$ cat config.mk
export PLATFORM = sky130hd
export DESIGN_NAME = timer_arbiter
export DESIGN_NICKNAME = d
export VERILOG_FILES = /design/src/rtl/timer_arbiter.sv
export SDC_FILE = /design/constraint.sdc
export NUM_CORES = 1
export LEC_CHECK = 0
export CAP_MARGIN = 15
export CELL_PAD_IN_SITES_DETAIL_PLACEMENT = 1
export CELL_PAD_IN_SITES_GLOBAL_PLACEMENT = 1
export CORE_UTILIZATION = 36
export DETAILED_ROUTE_END_ITERATION = 8
export GPL_TIMING_DRIVEN = 0
export HOLD_SLACK_MARGIN = 0.1
export PLACE_DENSITY_LB_ADDON = 0.1
export SKIP_CTS_REPAIR_TIMING = 1
export SLEW_MARGIN = 20
export SYNTH_ARGS = -nofsm -noshare
export SYNTH_HDL_FRONTEND = slang
export SYNTH_SLANG_ARGS = --single-unit
$ cat constraint.sdc
create_clock -name clk -period 4.31 [get_ports clk]
set_input_delay 0.862 -clock clk [delete_from_list [all_inputs] [get_ports clk]]
set_output_delay 0.862 -clock clk [all_outputs]
set_load 0.03 [all_outputs]
$ cat src/rtl/timer_arbiter.sv
// Shared down-counter timebase with a round-robin arbiter in front of it.
// Each requester asks for a delay of req_count cycles and receives a one-cycle
// done pulse when that delay has run.
// Optional feature: define TIMER_ARB_TOGGLE_OUT_EN to add a per-requester toggle
// output that inverts on every done pulse.
module timer_arbiter #(
  parameter int unsigned NUM_REQ     = 4,
  parameter int unsigned COUNT_WIDTH = 24
) (
  input  logic                           clk,
  input  logic                           rst,
  input  logic [NUM_REQ-1:0]             req,
  input  logic [NUM_REQ*COUNT_WIDTH-1:0] req_count,
  output logic [NUM_REQ-1:0]             grant,
  output logic [NUM_REQ-1:0]             done,
  output logic                           busy
`ifdef TIMER_ARB_TOGGLE_OUT_EN
  ,
  output logic [NUM_REQ-1:0]             toggle
`endif
);

  localparam int unsigned IdxW = (NUM_REQ > 1) ? $clog2(NUM_REQ) : 1;

  typedef enum logic {StIdle, StRun} state_t;

  state_t                 state_q, state_d;
  logic [IdxW-1:0]        ptr_q, ptr_d;
  logic [IdxW-1:0]        owner_q, owner_d;
  logic [COUNT_WIDTH-1:0] cnt_q, cnt_d;
  logic [NUM_REQ-1:0]     grant_d, done_d;
  logic                   busy_d;

  logic                   found;
  logic [IdxW-1:0]        winner;
  logic [IdxW-1:0]        cand;
  logic [IdxW-1:0]        owner_inc;

  // Round-robin search: first active request starting at the pointer, wrapping.
  always_comb begin
    found  = 1'b0;
    winner = '0;
    cand   = '0;
    for (int unsigned k = 0; k < NUM_REQ; k++) begin
      cand = IdxW'((32'(ptr_q) + k) % NUM_REQ);
      if (!found && req[cand]) begin
        found  = 1'b1;
        winner = cand;
      end
    end
  end

  // Pointer value after the current owner releases the counter.
  always_comb begin
    owner_inc = (owner_q == IdxW'(NUM_REQ - 1)) ? '0 : owner_q + 1'b1;
  end

  // Next-state, counter and output logic.
  always_comb begin
    state_d = state_q;
    ptr_d   = ptr_q;
    owner_d = owner_q;
    cnt_d   = cnt_q;
    grant_d = grant;
    done_d  = '0;
    busy_d  = busy;
    unique case (state_q)
      StIdle: begin
        if (found) begin
          state_d = StRun;
          owner_d = winner;
          grant_d = {{(NUM_REQ-1){1'b0}}, 1'b1} << winner;
          cnt_d   = req_count[winner*COUNT_WIDTH +: COUNT_WIDTH];
          busy_d  = 1'b1;
        end
      end
      StRun: begin
        if (!req[owner_q]) begin
          // Owner dropped its request: release without a done pulse.
          state_d = StIdle;
          grant_d = '0;
          busy_d  = 1'b0;
          ptr_d   = owner_inc;
        end else if (cnt_q == '0) begin
          state_d         = StIdle;
          done_d[owner_q] = 1'b1;
          grant_d         = '0;
          busy_d          = 1'b0;
          ptr_d           = owner_inc;
        end else begin
          cnt_d = cnt_q - 1'b1;
        end
      end
      default: state_d = StIdle;
    endcase
  end

  // State and registered outputs.
  always_ff @(posedge clk or posedge rst) begin
    if (rst) begin
      state_q <= StIdle;
      ptr_q   <= '0;
      owner_q <= '0;
      cnt_q   <= '0;
      grant   <= '0;
      done    <= '0;
      busy    <= 1'b0;
    end else begin
      state_q <= state_d;
      ptr_q   <= ptr_d;
      owner_q <= owner_d;
      cnt_q   <= cnt_d;
      grant   <= grant_d;
      done    <= done_d;
      busy    <= busy_d;
    end
  end

`ifdef TIMER_ARB_TOGGLE_OUT_EN
  // Square-wave outputs: flip together with each done pulse.
  always_ff @(posedge clk or posedge rst) begin
    if (rst) begin
      toggle <= '0;
    end else begin
      toggle <= toggle ^ done_d;
    end
  end
`endif

endmodule

==> metrics.yaml <==
post-synth-top-area-cell: "dfrtp_1"
final_cell_area_um2: 4350
cp_slowest_cell: "nor4_1"
yosys-top-cells-area: "dfrtp_1 32%, mux2i_1 15%, mux2_2 4.5%"
hold_path_class: "reg2reg"
post_dp_cell_area_um2: 4240
antenna_found_initial: 0
synth-compound-area-share: 0.215
place_inst: 536
gp_congestion: 0.851
power_density_nw_per_um2: 587
die_w_um: 93.3
crit_fanout: 10
postRouteAntennaNets: 0
vias: 3107
cpPeakStageDelay_ns: 0.72
yosysTopAreaCellShare: 0.317
row_count: 32
core_um2: 7890
crit_path_end_kind: "flop"
yosys.area_share.simple: 0.192
die_h_um: 93.3
clk_latency_ns: 0.30
syn2layout_area_growth_pct: 45.0
post-route-period-util: 0.785
synthArstFlopShare: 1.00
nets: 549
drtPass1Iterations: 4
power.leakage_uw: 0.00182
fin_crit_ns: 3.38
synthAdderAreaFrac: 0.0250
fmax_mhz: 295
grt_usage: 0.256
hold_slack_ns: 0.505
path_cells: "clkdlybuf4s50_1 > nor4_1 > nor2_1 > nand2_1 > clkbuf_1 > o22ai_1 > a211o_1"
grt_pass1_wl_um: 17000
hold_viol: 0
tightestPinTransition_ns: 0.998
crit_arrival_ns: 3.57
path_class: "in2reg"
grt_pass1_vias: 3409
start_util: 0.380
clockBufferDepth: 2
hpwl_um: 8250
fin_cells: 544
final_cell_mix: "109 x clkdlybuf4s50_1, 45 x mux2i_1, 38 x dfrtp_1"
cap_violations: 0
cp-start-kind: "primary input"
die-area_um2: 8700
clkSinkCount: 38
synth_ff_type: "dfrtp_1"
clk_pin_slew_ns: 0.08
fillers: 918
cp_data_required_time_ns: 4.50
root_buffer: "clkbuf_8"
io_pins: 111
cts_buffers: 5
synthMuxAreaShare: 0.203
grt_max_degree: 29
syn-num-nets: 432
layout_commonest_cell: "clkdlybuf4s50_1"
status: "finished clean"
synth_top_family_by_area: "compound AO/OA/AOI/OAI gates"
tns_ns: 0
rsz0062_at_grt: "no"
drc_errors: 0
utilization: 0.551
vias_per_cell: 5.71
cts_htree_levels: 2
wl_per_cell_um: 19.6
synth_edf_count: 0
n_antenna_cell: 0
grt_remaining_overflow: 0
cts_tree: "yes"
routed_wl_um: 10600
ir_drop_mv: 0.241
setup_violations: 0
ys_warn_count: 0
drv_slew: 0
synthXorXnorAreaFrac: 0
synth_cells: 324
seq_area_frac_synth: 0.317
synth.distinct_cells: 61
relSlewSlack: 0.329
synth-seq-cells: 38
syn_area_um2: 3000
first_iter_violations: 136
drive_above_1_share: 0.104
syn_area_per_cell_um2: 9.25
io_buffers: 109
clock_skew_ns: 0.00500
==> cells by family after synthesis <==
| family | after synthesis |
|---|---|
| compound gates | 89 |
| fa+ha+maj | 6 |
| flops | 38 |
| simple gates | 102 |
| mux | 58 |
| buf+inv | 31 |
==> synth_stat cells (3+ instances only) <==
cell	number
mux2i_1	45
dfrtp_1	38
nand2_1	28
o21ai_0	23
nor2_1	17
a21oi_1	13
mux2_2	12
inv_1	10
buf_2	8
clkbuf_1	8
nand3_1	8
nor3_1	8
ha_1	6
o22ai_1	6
a211oi_1	5
and2_1	5
nand2b_1	5
nor4_1	5
o221ai_1	5
a211o_1	4
a221o_1	4
nand4_1	4
o31ai_1	3
or3_1	3
==> layer usage <==
metal	vias up	wire length, um	GRT usage
met2	91	5360	0.448
met3	13	544	0.0398
met1	1540	4560	0.321
li1	1463	-	-
met4	0	178	0.0821
met5	-	0	0
==> area by class of cell <==
type                            instances  area [um2]  area share
Clock buffer                            5        68.8      0.0158
Sequential cell                        38         951       0.219
Multi-Input combinational cell        255        1900       0.438
Buffer                                 20         104      0.0239
Clock inverter                          3        40.0     0.00921
Timing Repair Buffer                  110        1110       0.256
Inverter                               11        41.3     0.00950
Tap cell                              102         128      0.0294
==> state kept, by name, summed over array words and instances, names as in the netlist <==
register / count
busy: 1
cnt_q: 24
ptr_q: 2
owner_q: 2
grant: 4
done: 4
state_q: 1
==> worst paths after layout <==
| check | startpoint | to | slack, ns | depth (start not counted) |
|---|---|---|---|---|
| worst max-delay path | req[1] | cnt_q[6] | 0.93 | 7 |
| worst min-delay path | grant[0] | grant[0] | 0.50 | 2 |
| worst max register to register | cnt_q[0] | cnt_q[16] | 1.53 | 7 |
| worst min register to register | grant[0] | grant[0] | 0.50 | 2 |
| max in group asynchronous | rst | cnt_q[8] | 3.04 | 3 |
| min in group asynchronous | rst | done[1] | 0.82 | 2 |
==> per-stage QoR <==
stage          setup slack (ns)  power, uW
5_1_grt                   0.703       2730
6_report                  0.925       2550
3_3_place_gp              0.696       2170
4_1_cts                   0.901       2550
3_5_place_dp              0.575       2240
2_1_floorplan              1.67       1720
==> where the power goes <==
part	internal [uW]	total (uW)	switching, uW
Sequential	524	721	197
Clock	171	314	143
Combinational	673	1520	843
Total	1370	2550	1180
==> critical path: cells and delay by family <==
kind	cells	cell delay (ns)
and+or+nand+nor	3	1.17
buffers and inverters	2	1.05
AOI/OAI and AO/OA	2	0.49
Note: power is estimated with default switching activity, not from simulation.
==> patch 1: new RTL, config.mk and constraints unchanged <==
Set the parameter `COUNT_WIDTH` to 48 (it was 24).
--- a/src/rtl/timer_arbiter.sv
+++ b/src/rtl/timer_arbiter.sv
@@ -5,7 +5,7 @@
 // output that inverts on every done pulse.
 module timer_arbiter #(
   parameter int unsigned NUM_REQ     = 4,
-  parameter int unsigned COUNT_WIDTH = 24
+  parameter int unsigned COUNT_WIDTH = 48
 ) (
   input  logic                           clk,
   input  logic                           rst,
Ports: changed (resized req_count); port bits go from 111 to 207. The function was not compared with the original's and may differ.
==> patch 1 against the original RTL <==
Final area is 80% higher; hold slack worse by 0.0049 ns; synthesized area is 75% higher; clock skew is 0.0040 ns higher; routed wire length is 140% higher; largest power group unchanged; sequential cell count is 24 higher; highest routed layer unchanged; power is 92% higher; setup slack worse by 0.59 ns.
==> patch 1: results (changes against the original RTL) <==
post-synthesis mux area share 14.8% (was 20.3%); Synth area leaders dfrtp_1 29%, mux2_2 9.2%, mux2i_1 5.1% (was dfrtp_1 32%, mux2i_1 15%, mux2_2 4.5%); Worst R2R Setup Slack 0.34 ns (was 1.53 ns); syn nets 831 (was 432); post-synthesis adder-cell area fraction 1.43% (was 2.50%); CTS max path bufs 2 (unchanged); Worst-path clk slew 0.06 ns (was 0.08 ns); met3 Usage GRT 6.46% (was 3.98%); pin count of the biggest net entering global routing 55 (was 29); Pre-antenna DRT Iters 5 (was 4); asr flop ratio synth 100% (unchanged); skew final 0.00904 ns (was 0.00500 ns); Largest regs cnt_q x48, done x4, grant x4 (was cnt_q x24, done x4, grant x4); Worst Hold Launch cnt_q[11] (was grant[0]); CP arrival 4.15 ns (was 3.57 ns); Synth Area in Compound Gates 27.1% (was 21.5%); Hold EP cnt_q[11] (was grant[0]); grt met2 use 58.4% (was 44.8%); Hold Slack 0.500 ns (was 0.505 ns); peak supply drop 0.000306 V (was 0.000241 V); gpl congestion 0.895 (was 0.851); crit path to cnt_q[34] (was cnt_q[6]); R2R depth 9 (was 7); GR Util All Layers 34.3% (was 25.6%); Crit path max-delay family simple AND/OR/NAND/NOR gates (unchanged); htree depth 3 (was 2); Worst path max stage delay 0.86 ns (was 0.72 ns); final WL 25,400 um (was 10,600 um); Final #Nets 1,047 (was 549); Critical Path Start cnt_q[16] (was req[1]); PortBufs 204 (was 109); first-pass GRT wire length 38,200 um (was 17,000 um); sequential area share after synthesis 29.5% (was 31.7%); status complete, no violations (unchanged); post-synthesis area per instance 8.39 sq um (was 9.25 sq um); HPWL Detailed 19,200 um (was 8250 um); pre-CTS WS 0.179 ns (was 0.575 ns); Skew-Pair Late Insertion Delay 0.34 ns (was 0.30 ns); post-synth top area share 29.5% (was 31.7%); number of global-route vias before repair 6,858 (was 3,409); most frequent cells after synthesis 62 x dfrtp_1, 52 x nand2_1, 43 x mux2_2 (was 45 x mux2i_1, 38 x dfrtp_1, 28 x nand2_1); Hold Crit Depth 1 (was 2); # fillers 1,653 (was 918); CTS root buffer clkbuf_16 (was clkbuf_8); worst-margin pin slew 1.05 ns (was 0.998 ns); Placed Area 0.00756 sq mm (was 0.00424 sq mm); vias after detailed routing 6,526 (was 3,107); layout cells sized above 1 8.96% (was 10.4%); drt wl/cell 24.7 um (was 19.6 um); static leakage 2.98 nW (was 1.82 nW); fmax 252 MHz (was 295 MHz); Worst Hold Class flop to flop (unchanged); synth unique cells 63 (was 61); global routing usage on met1 40.4% (was 32.1%); CTS Buf Count 9 (was 5); reg-to-reg endpoint cnt_q[34] (was cnt_q[16])
==> patch 1: cell count changes in the layout (fill, tap and decap cells not counted), moves of 24 or more <==
cell / unedited run / this run
a21oi_1: 13 / 38
a221oi_1: 0 / 27
clkbuf_1: 8 / 42
clkdlybuf4s50_1: 109 / 204
dfrtp_1: 38 / 62
mux2_2: 12 / 43
nand2_1: 28 / 52
nor3_1: 8 / 34
==> patch 1: cell families (layout without fill, tap and decap cells) <==
logic type | count (synthesis) | count (layout)
compound gates | 196 | 196
fa+ha+maj | 6 | 6
buf+inv | 61 | 282
flops | 62 | 62
mux | 71 | 71
simple gates | 231 | 231
==> patch 1: cell type report <==
class / count / share of cell area (%)
Clock inverter: 4 / 0.606
Tap cell: 180 / 2.87
Multi-Input combinational cell: 504 / 44.1
Inverter: 10 / 0.543
Clock buffer: 12 / 3.02
Timing Repair Buffer: 205 / 26.4
Buffer: 51 / 2.68
Sequential cell: 62 / 19.8
==> patch 1: per-layer routing <==
| metal | vias up | wire, um | share of wire [%] |
|---|---|---|---|
| met1 | 3193 | 9970 | 39 |
| met2 | 366 | 12200 | 48 |
| met5 | - | 0 | 0 |
| li1 | 2890 | - | - |
| met3 | 77 | 2010 | 7.9 |
| met4 | 0 | 1210 | 4.8 |
==> patch 1: stage by stage <==
step,util [%],total power [mW]
2_1_floorplan,-,2.95
3_3_place_gp,53.6,3.93
3_5_place_dp,53.8,4.07
4_1_cts,55.8,4.83
5_1_grt,55.8,5.15
6_report,55.8,4.90
==> patch 1: power breakdown <==
group	switching, mW	internal [mW]	leakage (nW)
logic	1.80	1.15	2.10
registers	0.350	0.868	0.744
clock network	0.278	0.446	0.137
total	2.43	2.47	2.98
==> patch 2: new RTL, config.mk and constraints unchanged <==
Without the edit above. Add a define of `TIMER_ARB_TOGGLE_OUT_EN`.
--- a/src/rtl/timer_arbiter.sv
+++ b/src/rtl/timer_arbiter.sv
@@ -3,6 +3,8 @@
 // done pulse when that delay has run.
 // Optional feature: define TIMER_ARB_TOGGLE_OUT_EN to add a per-requester toggle
 // output that inverts on every done pulse.
+`define TIMER_ARB_TOGGLE_OUT_EN
+
 module timer_arbiter #(
   parameter int unsigned NUM_REQ     = 4,
   parameter int unsigned COUNT_WIDTH = 24
Formal check against the unedited RTL (old outputs only; new: toggle): same outputs for any inputs over 4 cycles, from zero or initial values and one cycle with rst high; that may be too few to reach the edited logic, so the function may still have changed.
==> patch 2 against the original RTL <==
Final area increased by 2.2%; critical path type unchanged; die area rose by 1.8%; routed wire length is 11% higher; power grew 2.3%; synthesized area increased by 1.9%; largest power group unchanged; sequential cell count increased by 4; combinational power is 3% higher; critical endpoint is now cnt_q[10]; clock skew increased by 0.0059 ns; setup slack better by 0.035 ns; clock power increased by 3%.
==> patch 2: results (changes against the original RTL) <==
Top FF cell, synth dfrtp_1 (unchanged); register name with the most flops cnt_q (unchanged); layout cells sized above 1 7.47% (was 10.4%); clock group share of total power 12.3% (about the same); peak supply drop 0.000264 V (was 0.000241 V); vias after detailed routing 3,460 (was 3,107); Pre-antenna DRT Iters 5 (was 4); synth warn 0 (unchanged); Worst R2R Setup Slack 1.58 ns (was 1.53 ns); R2R depth 8 (was 7); GR Util All Layers 27.8% (was 25.6%); switching share of total power 46.9% (was 46.4%); CTS root buffer clkbuf_8 (unchanged); post-synthesis area per instance 8.46 sq um (was 9.25 sq um); PortBufs 112 (was 109); static leakage 1.74 nW (was 1.82 nW); worst-margin pin slew 0.788 ns (was 0.998 ns); most frequent cells after synthesis 52 x nand2_1, 42 x dfrtp_1, 31 x a21oi_1 (was 45 x mux2i_1, 38 x dfrtp_1, 28 x nand2_1); Final #Nets 589 (was 549); number of DRC markers in iteration 0 142 (was 136); max cap viols 0 (unchanged); Hold Slack 0.472 ns (was 0.505 ns); syn nets 469 (was 432); Clock net power 322 uW (was 314 uW); sequential area share after synthesis 34.4% (was 31.7%); first-pass GRT wire length 18,600 um (was 17,000 um); Critical Path Start req[0] (was req[1]); CP arrival 3.55 ns (was 3.57 ns); placed cell count 579 (was 536); number of global-route vias before repair 3,580 (was 3,409); pre-CTS WS 0.667 ns (was 0.575 ns); post-route worst setup slack 0.960 ns (was 0.925 ns); Worst-path clk slew 0.09 ns; Placed Area 0.00433 sq mm (was 0.00424 sq mm); Hold Crit Depth 1 (was 2); initial antenna violation count 0 (unchanged); pin count of the biggest net entering global routing 24 (was 29); Skew-Pair Late Insertion Delay 0.30 ns (about the same); Inserted Diodes 0 (unchanged); synth unique cells 62 (was 61); CTS max path bufs 2 (unchanged); HPWL Detailed 9190 um (was 8250 um); drt wl/cell 20.2 um (was 19.6 um); Worst path slowest cell clkdlybuf4s50_1 (was nor4_1); skew final 0.0109 ns (was 0.00500 ns); reg2reg start cnt_q[2] (was cnt_q[0]); Worst path max stage delay 0.49 ns (was 0.72 ns); Worst Hold Launch toggle[1] (was grant[0]); max FFs per register 24 (unchanged); part of the power in registers 27.7% (was 28.3%); final WL 11,800 um (was 10,600 um); gpl congestion 0.875 (was 0.851); status complete, no violations (unchanged); Synth area leaders dfrtp_1 34%, nand2_1 6.4%, a21oi_1 5.1% (was dfrtp_1 32%, mux2i_1 15%, mux2_2 4.5%); Crit path max-delay family buffers and inverters (was simple AND/OR/NAND/NOR gates); # fillers 962 (was 918)
## patch 2: cell count changes after synthesis, moves of 8 or more
cell	delta
nand2_1	+24
o21ai_0	-8
clkbuf_1	+14
a221oi_1	+15
mux2i_1	-39
a21oi_1	+18
## patch 2: cell families (layout without fill, tap and decap cells)
kind of cell / Yosys count / after routing / share of synthesized area [%]
compound gates: 133 / 133 / 31.1
fa+ha+maj: 6 / 6 / 2.46
xor+xnor: 4 / 4 / 1.15
buf+inv: 38 / 159 / 5.41
flops: 42 / 42 / 34.4
mux: 12 / 12 / 4.55
simple gates: 126 / 126 / 20.9
## patch 2: worst register-to-register path: cells and delay by family (launching register included)
family | cells | cell delay [ns]
AND/OR/NAND/NOR | 4 | 1.56
buffers and inverters | 2 | 0.39
flip-flops | 1 | 0.37
AO/OA/AOI/OAI | 2 | 0.32
## patch 2: per-layer routing
layer / vias to the layer above / track usage (%) / part of all wire [%]
met1: 1719 / 36.3 / 43
met4: 0 / 8.72 / 2.0
met3: 17 / 5.18 / 5.7
met5: - / 0 / 0
li1: 1613 / - / -
met2: 111 / 46.2 / 49
## patch 2: layout make-up
cell class,instances,area [sq um],area share [%]
multi-input combinational,281,1840,41.4
timing repair buffer,113,1150,25.9
sequential,42,1050,23.7
buffer,29,131,2.96
tap,105,131,2.96
clock buffer,7,76.3,1.72
inverter,9,33.8,0.761
clock inverter,1,30.0,0.676
## patch 2: worst paths after layout
kind | endpoint
max reg2reg | cnt_q[21]
max | cnt_q[10]
min | toggle[1]
min in group asynchronous | toggle[1]
max in group asynchronous | cnt_q[15]
min reg2reg | toggle[1]
